===== src/rtl/alu_bank_if.sv =====
// Command/response bundle for alu_bank: valid/ready command in, status out.
interface alu_bank_if #(
  parameter int WIDTH = 8,
  parameter int NACC  = 4
);
  localparam int SW = $clog2(NACC);

  logic             in_valid;
  logic             in_ready;
  logic [3:0]       control;
  logic [SW-1:0]    sel;
  logic [WIDTH-1:0] in;
  logic [WIDTH-1:0] acc_out;
  logic [3:0]       flags;
  logic             done;

  modport master (
    output in_valid, control, sel, in,
    input  in_ready, acc_out, flags, done
  );

  modport slave (
    input  in_valid, control, sel, in,
    output in_ready, acc_out, flags, done
  );
endinterface


===== src/rtl/alu_bank.sv =====
// Multi-accumulator ALU: NACC accumulators, single-cycle ops plus
// iterative shift (one bit/cycle) and shift-add multiply (WIDTH cycles).

// One accumulator register with write enable.
module alu_bank_acc #(
  parameter int WIDTH = 8
) (
  input  logic             clk,
  input  logic             rst,
  input  logic             we,
  input  logic [WIDTH-1:0] d,
  output logic [WIDTH-1:0] q
);
  // Clear on reset, load on write enable.
  always_ff @(posedge clk) begin
    if (rst)     q <= '0;
    else if (we) q <= d;
  end
endmodule

module alu_bank #(
  parameter int WIDTH = 8,
  parameter int NACC  = 4
) (
  input  logic       clk,
  input  logic       rst,
  alu_bank_if.slave  bus
);
  localparam int SW = $clog2(NACC);
  localparam int KW = $clog2(WIDTH);
  localparam int CW = KW + 1;
  localparam int M  = WIDTH - 1;

  localparam logic [3:0] OP_HOLD  = 4'd0;
  localparam logic [3:0] OP_CLEAR = 4'd1;
  localparam logic [3:0] OP_ADD   = 4'd2;
  localparam logic [3:0] OP_SUB   = 4'd3;
  localparam logic [3:0] OP_AND   = 4'd4;
  localparam logic [3:0] OP_NEG   = 4'd5;
  localparam logic [3:0] OP_NOT   = 4'd6;
  localparam logic [3:0] OP_XOR   = 4'd7;
  localparam logic [3:0] OP_LOAD  = 4'd8;
  localparam logic [3:0] OP_ADC   = 4'd9;
  localparam logic [3:0] OP_SHL   = 4'd10;
  localparam logic [3:0] OP_SHR   = 4'd11;
  localparam logic [3:0] OP_MUL   = 4'd12;

  typedef enum logic [1:0] {IDLE, SHIFT, MUL} state_t;

  state_t state_q, state_nxt;

  logic [NACC-1:0][WIDTH-1:0] acc_q;
  logic [NACC-1:0]            acc_we;
  logic                       wr_en;
  logic [SW-1:0]              wr_sel;
  logic [WIDTH-1:0]           wr_data;

  logic [SW-1:0] sel_q;
  logic [3:0]    flags_q, flags_nxt;
  logic          flags_we;
  logic          done_q, fin;
  logic          ready, accept;

  // Working registers for iterative ops. lo_q doubles as the shifter.
  logic [WIDTH-1:0] lo_q, hi_q, mcand_q;
  logic [CW-1:0]    cnt_q;
  logic             dir_left_q;
  logic             last;

  logic [WIDTH-1:0] a_op, b_op;
  logic [KW-1:0]    k;
  logic [WIDTH:0]   sum;
  logic [WIDTH-1:0] sc_res;
  logic             sc_c, sc_v, sc_wr;
  logic             start_shift, start_mul;

  logic [WIDTH-1:0] sh_nxt;
  logic             sh_out;
  logic [WIDTH:0]   mul_sum;
  logic [WIDTH-1:0] hi_nxt, lo_nxt;

  assign accept = bus.in_valid && ready;
  assign a_op   = acc_q[bus.sel];
  assign b_op   = bus.in;
  assign k      = bus.in[KW-1:0];
  assign last   = (cnt_q == CW'(1));

  // Accumulator array; only the addressed slot sees a write.
  for (genvar i = 0; i < NACC; i++) begin : g_acc
    assign acc_we[i] = wr_en && (wr_sel == SW'(i));
    alu_bank_acc #(.WIDTH(WIDTH)) u_acc (
      .clk (clk),
      .rst (rst),
      .we  (acc_we[i]),
      .d   (wr_data),
      .q   (acc_q[i])
    );
  end

  // Single-cycle result and C/V, plus decode of which ops go multi-cycle.
  always_comb begin
    sum         = '0;
    sc_res      = a_op;
    sc_c        = 1'b0;
    sc_v        = 1'b0;
    sc_wr       = 1'b1;
    start_shift = 1'b0;
    start_mul   = 1'b0;
    case (bus.control)
      OP_CLEAR: sc_res = '0;
      OP_ADD, OP_ADC: begin
        sum    = {1'b0, a_op} + {1'b0, b_op}
               + {{WIDTH{1'b0}}, (bus.control == OP_ADC) & flags_q[2]};
        sc_res = sum[M:0];
        sc_c   = sum[WIDTH];
        sc_v   = (a_op[M] == b_op[M]) && (sc_res[M] != a_op[M]);
      end
      OP_SUB: begin
        sc_res = a_op - b_op;
        sc_c   = a_op < b_op;
        sc_v   = (a_op[M] != b_op[M]) && (sc_res[M] != a_op[M]);
      end
      OP_AND:  sc_res = a_op & b_op;
      OP_NEG: begin
        sc_res = '0 - a_op;
        sc_c   = |a_op;
        sc_v   = (a_op == {1'b1, {(WIDTH-1){1'b0}}});
      end
      OP_NOT:  sc_res = ~a_op;
      OP_XOR:  sc_res = a_op ^ b_op;
      OP_LOAD: sc_res = b_op;
      // k=0 retires immediately with the value unchanged and C=0.
      OP_SHL, OP_SHR: begin
        if (k != '0) begin
          sc_wr       = 1'b0;
          start_shift = 1'b1;
        end
      end
      OP_MUL: begin
        sc_wr     = 1'b0;
        start_mul = 1'b1;
      end
      OP_HOLD: sc_wr = 1'b0;
      default: sc_wr = 1'b0;
    endcase
  end

  // One iteration of the shifter and of the shift-add multiplier.
  always_comb begin
    sh_out  = dir_left_q ? lo_q[M] : lo_q[0];
    sh_nxt  = dir_left_q ? (lo_q << 1) : (lo_q >> 1);
    mul_sum = {1'b0, hi_q} + (lo_q[0] ? {1'b0, mcand_q} : '0);
    hi_nxt  = mul_sum[WIDTH:1];
    lo_nxt  = {mul_sum[0], lo_q[M:1]};
  end

  // FSM state register.
  always_ff @(posedge clk) begin
    if (rst) state_q <= IDLE;
    else     state_q <= state_nxt;
  end

  // FSM next state: leave IDLE only for multi-cycle work, return on last step.
  always_comb begin
    state_nxt = state_q;
    case (state_q)
      IDLE: begin
        if (accept && start_shift)    state_nxt = SHIFT;
        else if (accept && start_mul) state_nxt = MUL;
      end
      SHIFT, MUL: if (last) state_nxt = IDLE;
      default: state_nxt = IDLE;
    endcase
  end

  // FSM outputs: accumulator/flag write strobes and retire signal.
  always_comb begin
    ready     = (state_q == IDLE);
    wr_en     = 1'b0;
    wr_sel    = sel_q;
    wr_data   = sc_res;
    flags_we  = 1'b0;
    flags_nxt = flags_q;
    fin       = 1'b0;
    case (state_q)
      IDLE: begin
        if (accept) begin
          wr_sel = bus.sel;
          fin    = !(start_shift || start_mul);
          if (sc_wr) begin
            wr_en     = 1'b1;
            flags_we  = 1'b1;
            flags_nxt = {sc_v, sc_c, sc_res[M], sc_res == '0};
          end
        end
      end
      SHIFT: begin
        if (last) begin
          wr_en     = 1'b1;
          wr_data   = sh_nxt;
          flags_we  = 1'b1;
          flags_nxt = {1'b0, sh_out, sh_nxt[M], sh_nxt == '0};
          fin       = 1'b1;
        end
      end
      MUL: begin
        if (last) begin
          wr_en     = 1'b1;
          wr_data   = lo_nxt;
          flags_we  = 1'b1;
          flags_nxt = {1'b0, |hi_nxt, lo_nxt[M], lo_nxt == '0};
          fin       = 1'b1;
        end
      end
      default: ;
    endcase
  end

  // Status registers: latched select, shared flags, done pulse.
  always_ff @(posedge clk) begin
    if (rst) begin
      sel_q   <= '0;
      flags_q <= '0;
      done_q  <= 1'b0;
    end else begin
      done_q <= fin;
      if (accept)   sel_q   <= bus.sel;
      if (flags_we) flags_q <= flags_nxt;
    end
  end

  // Working registers: load at acceptance, step once per busy cycle.
  always_ff @(posedge clk) begin
    if (rst) begin
      lo_q       <= '0;
      hi_q       <= '0;
      mcand_q    <= '0;
      cnt_q      <= '0;
      dir_left_q <= 1'b0;
    end else begin
      case (state_q)
        IDLE: begin
          if (accept && start_shift) begin
            lo_q       <= a_op;
            cnt_q      <= CW'(k);
            dir_left_q <= (bus.control == OP_SHL);
          end else if (accept && start_mul) begin
            lo_q    <= b_op;
            hi_q    <= '0;
            mcand_q <= a_op;
            cnt_q   <= CW'(WIDTH);
          end
        end
        SHIFT: begin
          lo_q  <= sh_nxt;
          cnt_q <= cnt_q - CW'(1);
        end
        MUL: begin
          lo_q  <= lo_nxt;
          hi_q  <= hi_nxt;
          cnt_q <= cnt_q - CW'(1);
        end
        default: ;
      endcase
    end
  end

  assign bus.in_ready = ready;
  assign bus.acc_out  = acc_q[sel_q];
  assign bus.flags    = flags_q;
  assign bus.done     = done_q;
endmodule


===== src/flat_wrapper.sv =====
// flat-port wrapper written by rule: the top's interface ports become plain ports
module alu_bank_flat 
#(
  parameter int WIDTH = 8,
  parameter int NACC  = 4
)
  (clk, rst, bus_in_valid, bus_control, bus_sel, bus_in, bus_in_ready, bus_acc_out, bus_flags, bus_done);
  alu_bank_if #(.WIDTH(WIDTH), .NACC(NACC)) bus_i ();
  input  logic clk;
  input  logic rst;
  input wire logic [$bits(bus_i.in_valid)-1:0] bus_in_valid;
  input wire logic [$bits(bus_i.control)-1:0] bus_control;
  input wire logic [$bits(bus_i.sel)-1:0] bus_sel;
  input wire logic [$bits(bus_i.in)-1:0] bus_in;
  output wire logic [$bits(bus_i.in_ready)-1:0] bus_in_ready;
  output wire logic [$bits(bus_i.acc_out)-1:0] bus_acc_out;
  output wire logic [$bits(bus_i.flags)-1:0] bus_flags;
  output wire logic [$bits(bus_i.done)-1:0] bus_done;
  assign bus_i.in_valid = bus_in_valid;
  assign bus_i.control = bus_control;
  assign bus_i.sel = bus_sel;
  assign bus_i.in = bus_in;
  assign bus_in_ready = bus_i.in_ready;
  assign bus_acc_out = bus_i.acc_out;
  assign bus_flags = bus_i.flags;
  assign bus_done = bus_i.done;
  alu_bank #(.WIDTH(WIDTH), .NACC(NACC)) u_core (.clk(clk), .rst(rst), .bus(bus_i));
endmodule

===== config.mk =====
export PLATFORM = sky130hd
export DESIGN_NAME = alu_bank_flat
export DESIGN_NICKNAME = d
export VERILOG_FILES = /design/src/rtl/alu_bank_if.sv /design/src/rtl/alu_bank.sv /design/src/flat_wrapper.sv
export SDC_FILE = /design/constraint.sdc
export NUM_CORES = 1
export LEC_CHECK = 0
export BUFFER_PORTS_ARGS = -buffer_cell sky130_fd_sc_hd__buf_2
export CORE_ASPECT_RATIO = 1.1
export CORE_MARGIN = 4
export CORE_UTILIZATION = 55
export DETAILED_ROUTE_END_ITERATION = 12
export PLACE_DENSITY_LB_ADDON = 0.2
export SLEW_MARGIN = 30
export SYNTH_ARGS = -nofsm -noshare
export SYNTH_HDL_FRONTEND = slang
export SYNTH_SLANG_ARGS = --single-unit

===== constraint.sdc =====
create_clock -name clk -period 3.5 [get_ports clk]
set_clock_uncertainty 0.1 [all_clocks]
set_input_delay 0.7 -clock clk [delete_from_list [all_inputs] [get_ports clk]]
set_output_delay 0.7 -clock clk [all_outputs]
set_load 0.005 [all_outputs]

==> reports/results.ini <==
[layout]
drive_above_1_share_pct=23.5
n_antenna_cell=0
nets=795
area_growth_pct=17.2
fillers=858
final_cell_area_um2=6530
layoutNonFillerInstCount=865

[setup_path]
crit_required_ps=3610
reg2reg_to=u_core.g_acc[1].u_acc.q[6]$_SDFFE_PP0P_
critPathMaxStageDelay_ps=410
r2r_start=u_core.g_acc[0].u_acc.q[0]$_SDFFE_PP0P_
critPathCaptureType=flop
worstPathArrival_ps=3540
startpoint=bus_sel[1]
start_kind=input port
crit_slowest_cell=mux4_2
path_class=in -> reg
reg2reg_slack_ps=230
reg2reg_depth=12
path_max_fanout=4
crit_chain=buf_6 -> mux4_2 -> inv_4 -> fa_2 -> fa_2 -> nor3_2 -> nor3_2 -> o31ai_1 -> buf_4 -> xnor2_1 -> a221o_1 -> a21oi_4 -> o32ai_1
cp-endpoint=u_core.g_acc[1].u_acc.q[6]$_SDFFE_PP0P_

[job]
maxCapViolCount=0

[timing]
hold_viol=0
tns_ps=0
fin_crit_sh_pct=98.0
setup-violations-final=0
timing.fmax_mhz=292
slew_headroom_pct=43.8
hold_ws_ps=394
tightestPinTransition_ps=843
period_minus_slack_ps=3430
maxSlewViolCount=0

[place]
placed_area_um2=6180
gp_congestion=0.942
dp_cells=844
hpwl_um=13200
io_buffers=30

[synth]
syn_nets=726
synth_area_per_cell_um2=8.29
synthFlopType=dfxtp_1
syn_inst=672
syn_area_um2=5570
synthArstFlopShare_pct=0
yosysSeqAreaShare_pct=25.2
post_synth_num_cell_types=79
yosys_register_bits=70
synth-edff-count=0
yosys_warnings=0

[clocking]
hold_buffers=0
cts-root-buf=clkbuf_8
htreeDepth=3
clk_pin_slew_ps=60
cts_buffers=9
cts_tree=yes
ctsLongestPathBuffers=2
insertion_delay_ps=360
clock-sinks=70

[drt]
ant_nets=0
wirelength_um=17400
drtPass1Iterations=6
via_count=5528
wl_per_cell_um=20.1
drtIter0Drc=372
drc=0
via_per_inst=6.39

[global_routing]
grt_usage_pct=30.0
grt-ovfl-total=0
antenna_found_initial=0
grt_max_degree=30
grt_pass1_vias=5505
grt_pass1_wl_um=28500

[floorplanning]
die_width_um=104
rows=38
pin_count=31
die_area_um2=11800
core_um2=9890
start_util_pct=56.3
die_h_um=114

[worst_hold_path]
min_path_cells=2
min_path_type=reg -> reg

[power]
ir_drop_uv=271
leakagePower_nw=2.56
totalPowerFinal_mw=2.04
power_density_nw_per_um2=313

[outcome]
status=finished, final reports clean

critical path: cells and delay by family:
family / cells / cell delay [ps]
AOI/OAI and AO/OA: 4 / 990
adders and majority gates: 2 / 740
muxes: 1 / 410
buffers and inverters: 3 / 340
and+or+nand+nor: 2 / 300
xor gates and xnor gates: 1 / 60
power by group:
group | switching, mW | internal (mW) | total [mW]
combinational | 0.310 | 0.236 | 0.546
clock | 0.306 | 0.342 | 0.648
sequential | 0.0267 | 0.822 | 0.849
total | 0.642 | 1.40 | 2.04
metrics by stage:
stage	util [%]	worst slack (ps)
finish	66.0	70.1
detailed placement	62.5	-401
CTS	64.5	12.2
global route	66.0	-43.3
global placement	62.5	-412
floorplan	-	-15.7
cells in the final DEF, fill, tap and decap left out, types with 11 or more instances in the layout:
master    netlist  layout
nor2_1         85      84
buf_4           1      74
dfxtp_1        70      70
nand2_1        43      43
a21oi_1        43      43
a211oi_1       34      33
inv_1          33      32
ha_1           33      32
buf_2           3      28
o21ai_0        26      25
mux2i_1        25      24
mux4_2         16      16
a22oi_1        17      16
nor3_1         18      14
and2_1         14      14
o211ai_1       11      11
final cells by class:
| class | count | area, um^2 | share of cell area (%) |
|---|---|---|---|
| clock buffer | 11 | 141 | 2.17 |
| clock inverter | 4 | 47.5 | 0.728 |
| inverter | 33 | 126 | 1.94 |
| multi-input combinational | 524 | 3950 | 60.6 |
| sequential | 70 | 1400 | 21.5 |
| timing repair buffer | 103 | 707 | 10.8 |
| tap | 120 | 150 | 2.30 |
cells in the mapped netlist, types with 3 or more instances:
library cell	count	share of area, %
clkbuf_1	36	2.4
a22oi_1	17	2.3
nor3_1	18	1.6
a21o_1	6	0.81
nor2_1	85	5.7
mux4_2	16	6.5
ha_1	33	7.4
a31oi_1	4	0.45
mux2i_1	25	4.5
buf_2	3	0.27
nand3_1	7	0.63
fa_1	4	1.4
inv_1	33	2.2
o22ai_1	3	0.34
nand2_1	43	2.9
a211oi_1	34	4.6
o21bai_1	4	0.54
nand2b_1	10	1.1
o21ai_0	26	2.3
a31o_2	3	0.47
or2_2	3	0.34
o211ai_1	11	1.5
o31ai_1	6	0.81
and2_1	14	1.6
nor2b_1	8	0.90
nand4_1	5	0.56
dfxtp_1	70	25
nor3b_1	5	0.67
nor3_2	4	0.72
o32ai_1	6	0.94
a21oi_1	43	3.9
nand3b_1	7	0.94
nand4bb_1	3	0.61
xnor2_1	9	1.4
a22o_1	6	0.94
sequential cells by signal, indices dropped and copies added (netlist names):
signal,flops
u_core.bus.done,1
u_core.bus.flags,4
u_core.cnt_q,4
u_core.dir_left_q,1
u_core.g_acc.u_acc.q,32
u_core.hi_q,8
u_core.lo_q,8
u_core.mcand_q,8
u_core.sel_q,2
u_core.state_q,2
routing by layer:
layer	wire length [um]	vias up	GRT usage (%)	share of wire, %
li1	-	2634	-	-
met1	7230	2625	38.6	42
met2	8210	218	49.7	47
met3	1330	51	6.23	7.7
met4	582	0	11.9	3.4
met5	0	-	0	0
worst min-delay path by stage:
| stage | start | endpoint | slack [ps] |
|---|---|---|---|
| final | u_core.g_acc[0].u_acc.q[6]$_SDFFE_PP0P_ | u_core.g_acc[0].u_acc.q[6]$_SDFFE_PP0P_ | 390 |
| after global routing | u_core.bus.flags[1]$_SDFFE_PP0P_ | u_core.bus.flags[1]$_SDFFE_PP0P_ | 420 |
| after CTS | u_core.g_acc[2].u_acc.q[7]$_SDFFE_PP0P_ | u_core.g_acc[2].u_acc.q[7]$_SDFFE_PP0P_ | 390 |
| after detailed placement | u_core.mcand_q[1]$_SDFFE_PP0P_ | u_core.mcand_q[1]$_SDFFE_PP0P_ | 380 |
| after global placement | u_core.mcand_q[1]$_SDFFE_PP0P_ | u_core.mcand_q[1]$_SDFFE_PP0P_ | 370 |
| after floorplan | u_core.mcand_q[0]$_SDFFE_PP0P_ | u_core.mcand_q[0]$_SDFFE_PP0P_ | 350 |
repair_timing:
action | in CTS | in global routing
endpoints found under the hold margin | 0 | 0
gates resized for setup | 2 | 20
pin swaps | 0 | 16
setup buffers | 0 | 6
cloned | 0 | 0
endpoints found under the setup margin | 4 | 19
logic make-up (layout without fill, tap and decap cells):
logic type / after synthesis / count (layout) / share of synthesized area [%]
buffers and inverters: 78 / 151 / 5.87
multiplexers: 41 / 41 / 11.0
XOR/XNOR: 11 / 11 / 1.73
flip-flops: 70 / 70 / 25.2
adder cells (fa/ha/maj): 37 / 37 / 8.85
AO/OA/AOI/OAI: 205 / 205 / 26.1
AND/OR/NAND/NOR: 230 / 230 / 21.3
Note: power is estimated with default switching activity, not from simulation.
